### config.mk
export PLATFORM = sky130hd
export DESIGN_NAME = bresenham_line
export DESIGN_NICKNAME = d
export VERILOG_FILES = /design/src/rtl/osc_pkg.sv /design/src/rtl/bresenham_line.sv
export SDC_FILE = /design/constraint.sdc
export NUM_CORES = 1
export LEC_CHECK = 0
export ABC_AREA = 1
export ABC_CLOCK_PERIOD_IN_PS = 3900
export CAP_MARGIN = 5
export CORE_AREA = 2 2 146 148
export CTS_CLUSTER_DIAMETER = 80
export DETAILED_ROUTE_END_ITERATION = 8
export DIE_AREA = 0 0 148 150
export PLACE_DENSITY = 0.69
export RECOVER_POWER = 25
export SYNTH_ARGS = -nofsm -noshare
export SYNTH_HDL_FRONTEND = slang
export SYNTH_SLANG_ARGS = --single-unit
### constraint.sdc
create_clock -name clk -period 3.9 [get_ports clk]
set_clock_uncertainty 0.1 [all_clocks]
set_input_delay 0.78 -clock clk [delete_from_list [all_inputs] [get_ports clk]]
set_output_delay 0.78 -clock clk [all_outputs]
set_load 0.005 [all_outputs]
### src/rtl/osc_pkg.sv
// ---------------------------------------------------------------------------
// osc_pkg
// Shared definitions for the oscilloscope trace path: visible screen size
// (also used by the coordinate converter and the framebuffer), coordinate
// and error-term widths, and the line rasteriser state encoding.
// ---------------------------------------------------------------------------
package osc_pkg;

    localparam int H_RES_DEF = 640;
    localparam int V_RES_DEF = 480;
    localparam int COORD_W   = 10;
    localparam int ERR_W     = 12;

    typedef enum logic [1:0] {
        ST_IDLE   = 2'd0,
        ST_SETUP  = 2'd1,
        ST_PLOT   = 2'd2,
        ST_FINISH = 2'd3
    } line_state_e;

endpackage

### src/rtl/bresenham_line.sv
// ---------------------------------------------------------------------------
// bresenham_line
// Walks one segment (x0,y0)->(x1,y1) per start pulse with integer Bresenham
// stepping and offers each on-screen point as a framebuffer pixel write.
// Off-screen points are skipped at one cycle each; done pulses once after
// the last point.
//
// Ports:
//   clk, reset_n          clock, asynchronous active-low reset
//   start                 one-cycle segment request (honoured only in IDLE)
//   x0, y0, x1, y1        segment endpoints, latched on the start cycle
//   pixel_x, pixel_y      current pixel coordinate (registered)
//   pixel_valid           pixel write offered (registered)
//   pixel_ready           framebuffer accepts the pixel
//   busy                  segment in progress (registered)
//   done                  one-cycle pulse after the last point (registered)
// ---------------------------------------------------------------------------
module bresenham_line
    import osc_pkg::*;
#(
    parameter int H_RES = H_RES_DEF,
    parameter int V_RES = V_RES_DEF
) (
    input  logic               clk,
    input  logic               reset_n,
    input  logic               start,
    input  logic [COORD_W-1:0] x0,
    input  logic [COORD_W-1:0] y0,
    input  logic [COORD_W-1:0] x1,
    input  logic [COORD_W-1:0] y1,
    output logic [COORD_W-1:0] pixel_x,
    output logic [COORD_W-1:0] pixel_y,
    output logic               pixel_valid,
    input  logic               pixel_ready,
    output logic               busy,
    output logic               done
);

    line_state_e               state_r;
    logic [COORD_W-1:0]        x0_r, y0_r, x1_r, y1_r;
    logic [COORD_W-1:0]        x_r, y_r;
    logic signed [COORD_W:0]   dx_r, dy_r;
    logic                      sx_neg_r, sy_neg_r;
    logic signed [ERR_W-1:0]   err_r;
    logic [COORD_W-1:0]        pixel_x_r, pixel_y_r;
    logic                      pixel_valid_r, busy_r, done_r;

    logic [COORD_W-1:0]        dx_abs_s, dy_abs_s;
    logic signed [COORD_W:0]   setup_dx_s, setup_dy_s;
    logic signed [ERR_W-1:0]   setup_err_s;

    logic signed [ERR_W:0]     e2_s, dx_ext_s, dy_ext_s;
    logic                      x_step_s, y_step_s, at_end_s, advance_s;
    logic signed [ERR_W-1:0]   err_next_s;
    logic [COORD_W-1:0]        x_next_s, y_next_s;

    // A point is drawable only inside the visible window.
    function automatic logic on_screen(input logic [COORD_W-1:0] px,
                                       input logic [COORD_W-1:0] py);
        return (int'(px) < H_RES) && (int'(py) < V_RES);
    endfunction

    // Segment setup terms from the latched endpoints: dx >= 0, dy <= 0.
    always_comb begin
        dx_abs_s    = (x1_r >= x0_r) ? (x1_r - x0_r) : (x0_r - x1_r);
        dy_abs_s    = (y1_r >= y0_r) ? (y1_r - y0_r) : (y0_r - y1_r);
        setup_dx_s  = {1'b0, dx_abs_s};
        setup_dy_s  = 11'sd0 - $signed({1'b0, dy_abs_s});
        setup_err_s = {setup_dx_s[COORD_W], setup_dx_s} + {setup_dy_s[COORD_W], setup_dy_s};
    end

    // One Bresenham step; both axis updates use the pre-update error term.
    always_comb begin
        e2_s       = {err_r, 1'b0};
        dx_ext_s   = {{2{dx_r[COORD_W]}}, dx_r};
        dy_ext_s   = {{2{dy_r[COORD_W]}}, dy_r};
        x_step_s   = (e2_s >= dy_ext_s);
        y_step_s   = (e2_s <= dx_ext_s);
        at_end_s   = (x_r == x1_r) && (y_r == y1_r);
        // Off-screen points carry pixel_valid=0 and so advance unconditionally.
        advance_s  = (state_r == ST_PLOT) && (!pixel_valid_r || pixel_ready);
        err_next_s = err_r;
        x_next_s   = x_r;
        y_next_s   = y_r;
        if (x_step_s) begin
            err_next_s = err_next_s + {dy_r[COORD_W], dy_r};
            x_next_s   = sx_neg_r ? (x_r - 10'd1) : (x_r + 10'd1);
        end else begin
            x_next_s   = x_r;
        end
        if (y_step_s) begin
            err_next_s = err_next_s + {dx_r[COORD_W], dx_r};
            y_next_s   = sy_neg_r ? (y_r - 10'd1) : (y_r + 10'd1);
        end else begin
            y_next_s   = y_r;
        end
    end

    // Control FSM and all registered state/outputs.
    always_ff @(posedge clk or negedge reset_n) begin
        if (!reset_n) begin
            state_r       <= ST_IDLE;
            x0_r          <= 10'd0;
            y0_r          <= 10'd0;
            x1_r          <= 10'd0;
            y1_r          <= 10'd0;
            x_r           <= 10'd0;
            y_r           <= 10'd0;
            dx_r          <= 11'sd0;
            dy_r          <= 11'sd0;
            sx_neg_r      <= 1'b0;
            sy_neg_r      <= 1'b0;
            err_r         <= 12'sd0;
            pixel_x_r     <= 10'd0;
            pixel_y_r     <= 10'd0;
            pixel_valid_r <= 1'b0;
            busy_r        <= 1'b0;
            done_r        <= 1'b0;
        end else begin
            case (state_r)
                ST_IDLE: begin
                    done_r <= 1'b0;
                    if (start) begin
                        x0_r    <= x0;
                        y0_r    <= y0;
                        x1_r    <= x1;
                        y1_r    <= y1;
                        busy_r  <= 1'b1;
                        state_r <= ST_SETUP;
                    end else begin
                        state_r <= ST_IDLE;
                    end
                end
                ST_SETUP: begin
                    dx_r          <= setup_dx_s;
                    dy_r          <= setup_dy_s;
                    sx_neg_r      <= !(x0_r < x1_r);
                    sy_neg_r      <= !(y0_r < y1_r);
                    err_r         <= setup_err_s;
                    x_r           <= x0_r;
                    y_r           <= y0_r;
                    pixel_x_r     <= x0_r;
                    pixel_y_r     <= y0_r;
                    pixel_valid_r <= on_screen(x0_r, y0_r);
                    state_r       <= ST_PLOT;
                end
                ST_PLOT: begin
                    if (advance_s && at_end_s) begin
                        pixel_valid_r <= 1'b0;
                        busy_r        <= 1'b0;
                        done_r        <= 1'b1;
                        state_r       <= ST_FINISH;
                    end else if (advance_s) begin
                        err_r         <= err_next_s;
                        x_r           <= x_next_s;
                        y_r           <= y_next_s;
                        pixel_x_r     <= x_next_s;
                        pixel_y_r     <= y_next_s;
                        pixel_valid_r <= on_screen(x_next_s, y_next_s);
                    end else begin
                        // Stalled: hold the offered pixel unchanged.
                        state_r       <= ST_PLOT;
                    end
                end
                ST_FINISH: begin
                    done_r  <= 1'b0;
                    state_r <= ST_IDLE;
                end
                default: begin
                    pixel_valid_r <= 1'b0;
                    busy_r        <= 1'b0;
                    done_r        <= 1'b0;
                    state_r       <= ST_IDLE;
                end
            endcase
        end
    end

    assign pixel_x     = pixel_x_r;
    assign pixel_y     = pixel_y_r;
    assign pixel_valid = pixel_valid_r;
    assign busy        = busy_r;
    assign done        = done_r;

endmodule
==> results.sh, run 1 <==
export IMPL_outcome="finished, final reports clean"
export IMPL_insertedDiodeCount=0
export IMPL_crit_buf_inv=6
export IMPL_synth_edff_count=0
export IMPL_cts_num_sinks=100
export IMPL_cts_buffers=9
export IMPL_cts_root_buf="clkbuf_16"
export IMPL_critPathLaunchType="flip-flop"
export IMPL_yosys_warnings=0
export IMPL_ys_seq_elements=100
export IMPL_wirelength_microns=30800
export IMPL_worstMarginPinSlew_ps=1360
export IMPL_rows=53
export IMPL_use_met2_pct=45.0
export IMPL_cp_required_ps=4060
export IMPL_synthesis_area_sq_um=9990
export IMPL_hold_class="flip-flop to flip-flop"
export IMPL_synth_cell_types=46
export IMPL_clkTransAtPathRegs_ps=70
export IMPL_worstSetupPathType="flip-flop to flip-flop"
export IMPL_path_delay_family="simple AND/OR/NAND/NOR gates"
export IMPL_grt_util_met1_pct=39.7
export IMPL_die_w_microns=148
export IMPL_io_pins=67
export IMPL_globalplace_congestion=0.960
export IMPL_setup_tns_ps=0
export IMPL_grt_busiest_layer="met2"
export IMPL_drive_gt1_share_pct=15.8
export IMPL_core_sq_um=20700
export IMPL_io_buffer_count=66
export IMPL_grt_pass1_vias=9584
export IMPL_dieArea_sq_um=22200
export IMPL_grt_pass1_wl_microns=48700
export IMPL_ctsLongestPathBuffers=2
export IMPL_avgSynthCellArea_sq_um=6.78
export IMPL_cp_num_cells=28
export IMPL_htree_levels=3
export IMPL_detailedPlace_worstSlack_ps=-125
export IMPL_end_kind="flip-flop"
export IMPL_antenna_left=0
export IMPL_finalSetupViolCount=0
export IMPL_cp_slowest_cell="dfrtp_1"
export IMPL_hold_viol_final=0
export IMPL_area_growth_pct=25.5
export IMPL_finalCritPeriodShare_pct=99.4
export IMPL_die_h_microns=150
export IMPL_vias_per_cell=5.32
export IMPL_rsz0062_at_grt="yes"
export IMPL_synthFlopType="dfrtp_1"
export IMPL_grt_start_max_net_pins=52
export IMPL_final_max_slew_violation_count=0
export IMPL_cts_tree="yes"
export IMPL_critPathMaxFanout=8
export IMPL_worstPathArrival_ps=4040
export IMPL_antenna_found_initial=0
export IMPL_fmax_mhz=258
export IMPL_synth_nets=1638
export IMPL_dr_total_vias=10200
export IMPL_maxCapViolCount=0
export IMPL_async_flop_share_pct=100
export IMPL_syn_inst=1473
export IMPL_slowest_delay_ps=400
export IMPL_fillers=1963
export IMPL_fin_crit_ps=3880
export IMPL_nNetsFinal=1804
export IMPL_clock_latency_ps=360
export IMPL_slew_headroom_pct=9.27
export IMPL_dp_hpwl_microns=24500
export IMPL_post_route_drc_count=0
export IMPL_post_route_util_pct=60.6
export IMPL_reg2reg_slack_ps=20
export IMPL_yosysSeqAreaShare_pct=25.0
export IMPL_r2r_cells=28
export IMPL_use_met3_pct=3.20
export IMPL_fin_ws_ps=23.2
export IMPL_dr_pass1_iters=7
export IMPL_drtIter0Drc=672
export IMPL_start_util_pct=48.3
export IMPL_track_usage_pct=27.8
export IMPL_hold_depth=2
export IMPL_wl_per_cell_microns=16.1
export IMPL_overflow=0
export IMPL_cp_common_cell="nor2_4"
==> tightest hold or removal path, delay by kind of cell, from the launching register on <==
kind / cells / cell delay (ps)
AOI/OAI and AO/OA: 1 / 60
and+or+nand+nor: 1 / 50
DFF: 1 / 350
==> synth_stat cells (3+ instances only) <==
cell type / n / area share, %
nor3_1: 14 / 0.70
o21ai_1: 19 / 0.95
nand3b_1: 3 / 0.23
o211ai_1: 7 / 0.53
nor2_2: 9 / 0.56
inv_2: 9 / 0.34
buf_2: 10 / 0.50
fa_1: 9 / 1.8
a31oi_1: 11 / 0.69
o22ai_1: 12 / 0.75
nand2_2: 14 / 0.88
a21oi_1: 121 / 6.1
ha_1: 112 / 14
clkbuf_1: 15 / 0.56
or2_2: 6 / 0.38
nor2_1: 109 / 4.1
xor2_1: 41 / 3.6
nor2_4: 4 / 0.45
o21ai_2: 6 / 0.53
o21bai_1: 7 / 0.53
o21ai_0: 84 / 4.2
nand2_1: 378 / 14
nor4_1: 3 / 0.19
o31ai_1: 3 / 0.23
inv_1: 217 / 8.2
a21o_1: 7 / 0.53
buf_4: 3 / 0.23
nand3_1: 77 / 3.9
dfrtp_1: 100 / 25
xnor2_1: 14 / 1.2
nand4_1: 27 / 1.7
==> metrics by stage <==
stage	cells	area [sq um]	hold WS [ps]
floorplan	1473	9990	375
global placement	1889	11700	385
detailed placement	1889	11700	378
CTS	1910	12100	387
global route	1919	12500	453
finish	1919	12500	400
==> routing by layer <==
metal	wire length, microns	up-vias
li1	-	5135
met4	497	0
met1	14600	4778
met2	14200	262
met3	1570	31
met5	0	-
==> cell families after synthesis <==
logic type,count (synthesis),synth area share [%]
and+or+nand+nor,653,28.4
AOI/OAI and AO/OA,283,15.5
buffers and inverters,258,10.1
adders and majority gates,121,15.8
DFF,100,25.0
xor gates and xnor gates,56,4.98
muxes,2,0.225
==> flip-flops by register name, summed over array words and instances, names as in the netlist <==
register / count
busy: 1
done: 1
dx_r: 10
dy_r: 11
err_r: 12
pixel_valid: 1
pixel_x: 10
pixel_y: 10
state_r: 2
sx_neg_r: 1
sy_neg_r: 1
x0_r: 10
x1_r: 10
y0_r: 10
y1_r: 10
==> final timing paths <==
kind | from | endpoint
worst max register to register | y1_r[0] | err_r[9]
worst min register to register | busy | busy
worst min-delay path | busy | busy
min in group asynchronous | reset_n | x0_r[3]
worst max-delay path | y1_r[0] | err_r[9]
max in group asynchronous | reset_n | y1_r[2]
==> area by class of cell <==
| type | count | area, sq um | share of cell area, % |
|---|---|---|---|
| Clock buffer | 11 | 243 | 1.94 |
| Clock inverter | 5 | 83.8 | 0.669 |
| Inverter | 228 | 861 | 6.86 |
| Multi-Input combinational cell | 1115 | 6920 | 55.2 |
| Sequential cell | 100 | 2500 | 20.0 |
| Tap cell | 275 | 344 | 2.74 |
| Timing Repair Buffer | 185 | 1580 | 12.6 |
==> timing repair <==
item                                    in CTS  in global routing
buffers inserted                             5                  9
endpoints found under the setup margin       4                  8
gates resized for setup                     20                 88
pin swaps                                   11                 59
hold buffers                                 0                  0
==> placed cells by master, fill, tap and decap left out, types with 9 or more instances in the layout <==
cell type	instances
a21oi_1	113
a31oi_1	10
buf_4	114
clkbuf_16	9
clkdlybuf4s50_1	65
dfrtp_1	99
ha_1	101
inv_1	211
inv_2	13
nand2_1	360
nand2_2	23
nand2_4	11
nand3_1	72
nand4_1	27
nor2_1	105
nor2_4	9
nor3_1	11
o21ai_0	74
o21ai_1	27
o22ai_1	12
xnor2_1	13
xor2_1	37
Power of run 1 is left out: the tool's default activity adds up to more than one toggle a clock period on the data nets, which glitch-free logic cannot reach.
==> run 2: changes to the inputs <==
--- a/config.mk
+++ b/config.mk
@@ -9,7 +9,7 @@
 export ABC_CLOCK_PERIOD_IN_PS = 3900
 export CAP_MARGIN = 5
 export CORE_AREA = 2 2 146 148
-export CTS_CLUSTER_DIAMETER = 80
+export CTS_CLUSTER_DIAMETER = 200
 export DETAILED_ROUTE_END_ITERATION = 8
 export DIE_AREA = 0 0 148 150
 export PLACE_DENSITY = 0.69
@@ -17,3 +17,4 @@
 export SYNTH_ARGS = -nofsm -noshare
 export SYNTH_HDL_FRONTEND = slang
 export SYNTH_SLANG_ARGS = --single-unit
+export TNS_END_PERCENT = 5
==> run 2 against run 1 <==
  * Hold slack barely moved
  * Clock-buffer cell count did not move
  * Setup slack improved by 8.2 ps
  * Highest routed layer unchanged
==> results.sh, run 2 (synthesis results as in run 1) <==
export IMPL_outcome="finished, final reports clean"
export IMPL_fmax_mhz=258
export IMPL_fin_ws_ps=31.3
export IMPL_design_area_sq_um=12500
export IMPL_nNetsFinal=1802
export IMPL_io_buffer_count=66
export IMPL_worstPathArrival_ps=4030
export IMPL_cts_buffers=9
export IMPL_die_w_microns=148
export IMPL_critPathLaunchType="flip-flop"
export IMPL_cts_tree="yes"
export IMPL_clkTransAtPathRegs_ps=80
export IMPL_wirelength_microns=30700
export IMPL_grt_start_max_net_pins=52
export IMPL_hold_class="flip-flop to flip-flop"
export IMPL_track_usage_pct=27.8
export IMPL_dr_pass1_iters=6
export IMPL_post_route_drc_count=0
export IMPL_maxCapViolCount=0
export IMPL_dp_hpwl_microns=24500
export IMPL_wl_per_cell_microns=16.0
export IMPL_hold_viol_final=0
export IMPL_slew_headroom_pct=8.97
export IMPL_end_kind="flip-flop"
export IMPL_critPathMaxFanout=8
export IMPL_post_route_util_pct=60.3
export IMPL_largestRegisters="err_r: 12 flops, dy_r: 11 flops"
export IMPL_post_dp_cell_area_sq_um=11700
export IMPL_globalplace_congestion=0.960
export IMPL_clock_latency_ps=360
export IMPL_drtIter0Drc=629
export IMPL_rows=53
export IMPL_largest_register="err_r"
export IMPL_detailedPlace_worstSlack_ps=-125
export IMPL_dr_total_vias=10200
export IMPL_worstMarginPinSlew_ps=1370
export IMPL_die_h_microns=150
export IMPL_final_max_slew_violation_count=0
export IMPL_antenna_left=0
export IMPL_largest_register_ffs=12
export IMPL_ctsLongestPathBuffers=2
export IMPL_insertedDiodeCount=0
export IMPL_dieArea_sq_um=22200
export IMPL_start_util_pct=48.3
export IMPL_vias_per_cell=5.30
export IMPL_drive_gt1_share_pct=15.2
export IMPL_ctsHoldBuffers=0
export IMPL_cts_num_sinks=100
export IMPL_overflow=0
export IMPL_htree_levels=3
export IMPL_area_growth_pct=24.9
export IMPL_io_pins=67
export IMPL_finalSetupViolCount=0
export IMPL_antenna_found_initial=0
export IMPL_core_sq_um=20700
export IMPL_cp_required_ps=4070
export IMPL_final_cell_mix="363 x nand2_1, 211 x inv_1, 113 x a21oi_1"
export IMPL_grt_pass1_vias=9584
export IMPL_hold_worst_slack_ps=400
export IMPL_worstSetupPathType="flip-flop to flip-flop"
export IMPL_grt_pass1_wl_microns=48700
export IMPL_cts_root_buf="clkbuf_16"
export IMPL_layout_commonest_cell="nand2_1"
export IMPL_fin_crit_ps=3870
export IMPL_rsz0062_at_grt="yes"
export IMPL_finalCritPeriodShare_pct=99.2
-- run 2: cell types whose count changed in the layout (fill, tap and decap cells not counted), sizes merged --
cell  change
buf       -2
-- run 2: layer usage --
layer / part of all wire, % / GRT usage, %
met5: 0 / 0
met4: 2.0 / 7.29
met3: 4.8 / 3.20
met1: 48 / 39.7
met2: 46 / 45.0
-- run 2: cell type report --
class | instances | area [sq um]
Clock inverter | 5 | 83.8
Clock buffer | 11 | 243
Timing Repair Buffer | 183 | 1570
Sequential cell | 100 | 2500
Tap cell | 275 | 344
Multi-Input combinational cell | 1115 | 6880
Fill cell | 1969 | 8210
Inverter | 228 | 858
-- run 2: timing repair --
action                                 4_1_cts  5_1_grt
gates resized for setup                     20       76
pin swaps                                   11       50
setup endpoints to repair                    4        8
cloned                                       0        0
setup buffers                                5        7
endpoints found under the hold margin        0        0
-- run 2: worst paths after layout --
check                             start  endpoint  slack (ps)  cells after the start
max in group asynchronous       reset_n   y1_r[1]        1140                      2
worst min-delay path               busy      busy         400                      2
worst min register to register     busy      busy         400                      2
min in group asynchronous       reset_n   x0_r[3]         610                      1
worst max register to register  y1_r[0]  err_r[9]          30                     27
worst max-delay path            y1_r[0]  err_r[9]          30                     27
-- run 2: worst max-delay path: stages (launching register included) --
cell and delay [ps]:
dfrtp_1 400, inv_2 80, ha_4 120, inv_2 40, fa_2 390, inv_2 50, nor2_1 40, nand2_1 70
nor2_2 50, nor2_4 130, nand3_4 90, buf_8 150, nand2_1 110, nand2_2 110, nor2_4 160, nand2_2 80
nor2_4 140, xnor2_2 100, ha_1 340, nand2_1 100, nor3_1 60, o21ai_1 110, o2111ai_2 150, or2_4 280
a21oi_2 130, nand3_1 90, nand2_1 60, inv_1 40
-- run 2: through the flow --
stage,TNS (ps),instances
after global placement,-51.3,1889
after global routing,-1020,1917
after detailed placement,-365,1889
after CTS,0,1910
final,0,1917
after floorplan,0,1473
Power of run 2 is left out for the same reason.
==> run 3: changes to the inputs <==
--- a/config.mk
+++ b/config.mk
@@ -6,13 +6,13 @@
 export NUM_CORES = 1
 export LEC_CHECK = 0
 export ABC_AREA = 1
-export ABC_CLOCK_PERIOD_IN_PS = 3900
+export ABC_CLOCK_PERIOD_IN_PS = 4700
 export CAP_MARGIN = 5
 export CORE_AREA = 2 2 146 148
-export CTS_CLUSTER_DIAMETER = 200
+export CTS_CLUSTER_DIAMETER = 40
 export DETAILED_ROUTE_END_ITERATION = 8
 export DIE_AREA = 0 0 148 150
-export PLACE_DENSITY = 0.69
+export PLACE_DENSITY = 0.67
 export RECOVER_POWER = 25
 export SYNTH_ARGS = -nofsm -noshare
 export SYNTH_HDL_FRONTEND = slang
==> constraint.sdc (replaced) <==
create_clock -name clk -period 4.7 [get_ports clk]
set_clock_uncertainty 0.1 [all_clocks]
set_input_delay 0.94 -clock clk [delete_from_list [all_inputs] [get_ports clk]]
set_output_delay 0.94 -clock clk [all_outputs]
set_load 0.005 [all_outputs]
==> run 3 against run 2 <==
  * The flow now finishes with violations (max-capacitance violations, max-slew violations)
  * Cell count decreased by 5.5%
  * Wire length fell by 2.7%
  * Clock-buffer cell count grew 1
  * First-iteration DRC count increased by 7.8%
  * Utilization is 5.9 points lower
  * Non-clock buffer count shrank 106
  * Register-to-register slack improved by 400 ps
==> results.sh, run 3 (synthesis results as in run 1) <==
export IMPL_drive_gt1_share_pct=5.92
export IMPL_area_growth_pct=12.6
export IMPL_cts_buffers=9
export IMPL_finalCritPeriodShare_pct=90.7
export IMPL_slew_headroom_pct=-63.6
export IMPL_wirelength_microns=29800
export IMPL_hold_viol_final=0
export IMPL_cp_required_ps=4850
export IMPL_antenna_found_initial=0
export IMPL_violations="max-capacitance violations, max-slew violations"
export IMPL_io_buffer_count=66
export IMPL_setup_worst_path_start="y1_r[0]"
export IMPL_grt_pass1_vias=9203
export IMPL_worstMarginPinSlew_ps=2450
export IMPL_r2r_end="err_r[9]"
export IMPL_overflow=0
export IMPL_r2r_cells=28
export IMPL_post_route_drc_count=0
export IMPL_die_w_microns=148
export IMPL_fin_crit_ps=4260
export IMPL_insertedDiodeCount=0
export IMPL_reg2reg_slack_ps=440
export IMPL_cts_root_buf="clkbuf_16"
export IMPL_critPathLaunchType="flip-flop"
export IMPL_worstPathArrival_ps=4420
export IMPL_layoutNonFillerInstCount=1811
export IMPL_endpoint="err_r[9]"
export IMPL_final_cell_mix="377 x nand2_1, 216 x inv_1, 120 x a21oi_1"
export IMPL_cts_num_sinks=100
export IMPL_start_util_pct=48.3
export IMPL_largest_register="err_r"
export IMPL_worstSetupPathType="flip-flop to flip-flop"
export IMPL_grt_pass1_wl_microns=47800
export IMPL_core_sq_um=20700
export IMPL_final_max_slew_violation_count=43
export IMPL_cp_slowest_cell="dfrtp_1"
export IMPL_hold_class="flip-flop to flip-flop"
export IMPL_slowest_delay_ps=410
export IMPL_hold_worst_slack_ps=408
export IMPL_vias_per_cell=5.36
export IMPL_outcome="complete, but fails checks"
export IMPL_io_pins=67
export IMPL_wl_per_cell_microns=16.5
export IMPL_htree_levels=3
export IMPL_dr_pass1_iters=5
export IMPL_rsz0062_at_grt="no"
export IMPL_largest_register_ffs=12
export IMPL_clkTransAtPathRegs_ps=70
export IMPL_grt_start_max_net_pins=50
export IMPL_ctsLongestPathBuffers=2
export IMPL_dieArea_sq_um=22200
export IMPL_maxCapViolCount=1
export IMPL_dp_hpwl_microns=24000
export IMPL_globalplace_congestion=0.985
export IMPL_setup_tns_ps=0
export IMPL_fmax_mhz=234
export IMPL_layout_commonest_cell="nand2_1"
export IMPL_r2r_start="y1_r[0]"
export IMPL_die_h_microns=150
export IMPL_end_kind="flip-flop"
export IMPL_track_usage_pct=27.5
export IMPL_critPathMaxFanout=9
export IMPL_cp_common_cell="inv_1"
export IMPL_largestRegisters="err_r: 12 flops, dy_r: 11 flops"
export IMPL_clock_latency_ps=360
export IMPL_drtIter0Drc=678
export IMPL_dr_total_vias=9698
export IMPL_cts_tree="yes"
export IMPL_finalSetupViolCount=0
export IMPL_dp_cells=1794
export IMPL_antenna_left=0
export IMPL_rows=53
export IMPL_ctsHoldBuffers=0
export IMPL_nNetsFinal=1696
==> run 3: area by class of cell <==
cell class | count | area (sq um)
Clock buffer | 12 | 246
Timing Repair Buffer | 77 | 734
Multi-Input combinational cell | 1115 | 6520
Inverter | 228 | 856
Tap cell | 275 | 344
Sequential cell | 100 | 2500
Fill cell | 2114 | 9430
Clock inverter | 4 | 56.3
==> run 3: metal layers <==
metal / GRT usage, % / share of wire, % / wire, microns / up-vias
met5: 0 / 0 / 0 / -
met4: 7.10 / 1.6 / 492 / 0
met3: 3.11 / 5.5 / 1640 / 31
met2: 44.9 / 45 / 13500 / 260
met1: 38.9 / 48 / 14200 / 4502
li1: - / - / - / 4905
==> run 3: worst min-delay path by stage <==
stage / start / end / slack [ps] / depth (start not counted)
finish: busy / busy / 410 / 2
global route: busy / busy / 440 / 2
CTS: busy / busy / 410 / 2
detailed placement: busy / busy / 390 / 2
global placement: busy / busy / 380 / 2
floorplan: busy / busy / 380 / 2
==> run 3: stage by stage <==
| stage | utilization (%) | instance area [sq um] | setup slack [ps] |
|---|---|---|---|
| 2_1_floorplan | - | 9990 | 805 |
| 3_3_place_gp | 52.8 | 10900 | 524 |
| 3_5_place_dp | 52.8 | 10900 | 449 |
| 4_1_cts | 54.3 | 11200 | 431 |
| 5_1_grt | 54.4 | 11300 | 38.5 |
| 6_report | 54.4 | 11300 | 435 |
==> run 3: timing repair <==
action,4_1_cts,5_1_grt
endpoints found under the setup margin,0,2
setup buffers,0,1
gates resized for setup,0,8
endpoints found under the hold margin,0,0
==> run 3: critical path: cells and delay by family (launching register included) <==
| family | cells | cell delay [ps] |
|---|---|---|
| simple gates | 14 | 1490 |
| fa+ha+maj | 4 | 1010 |
| buf+inv | 6 | 440 |
| compound gates | 3 | 440 |
| flops | 1 | 410 |
| xor+xnor | 1 | 280 |
Power of run 3 is left out for the same reason.
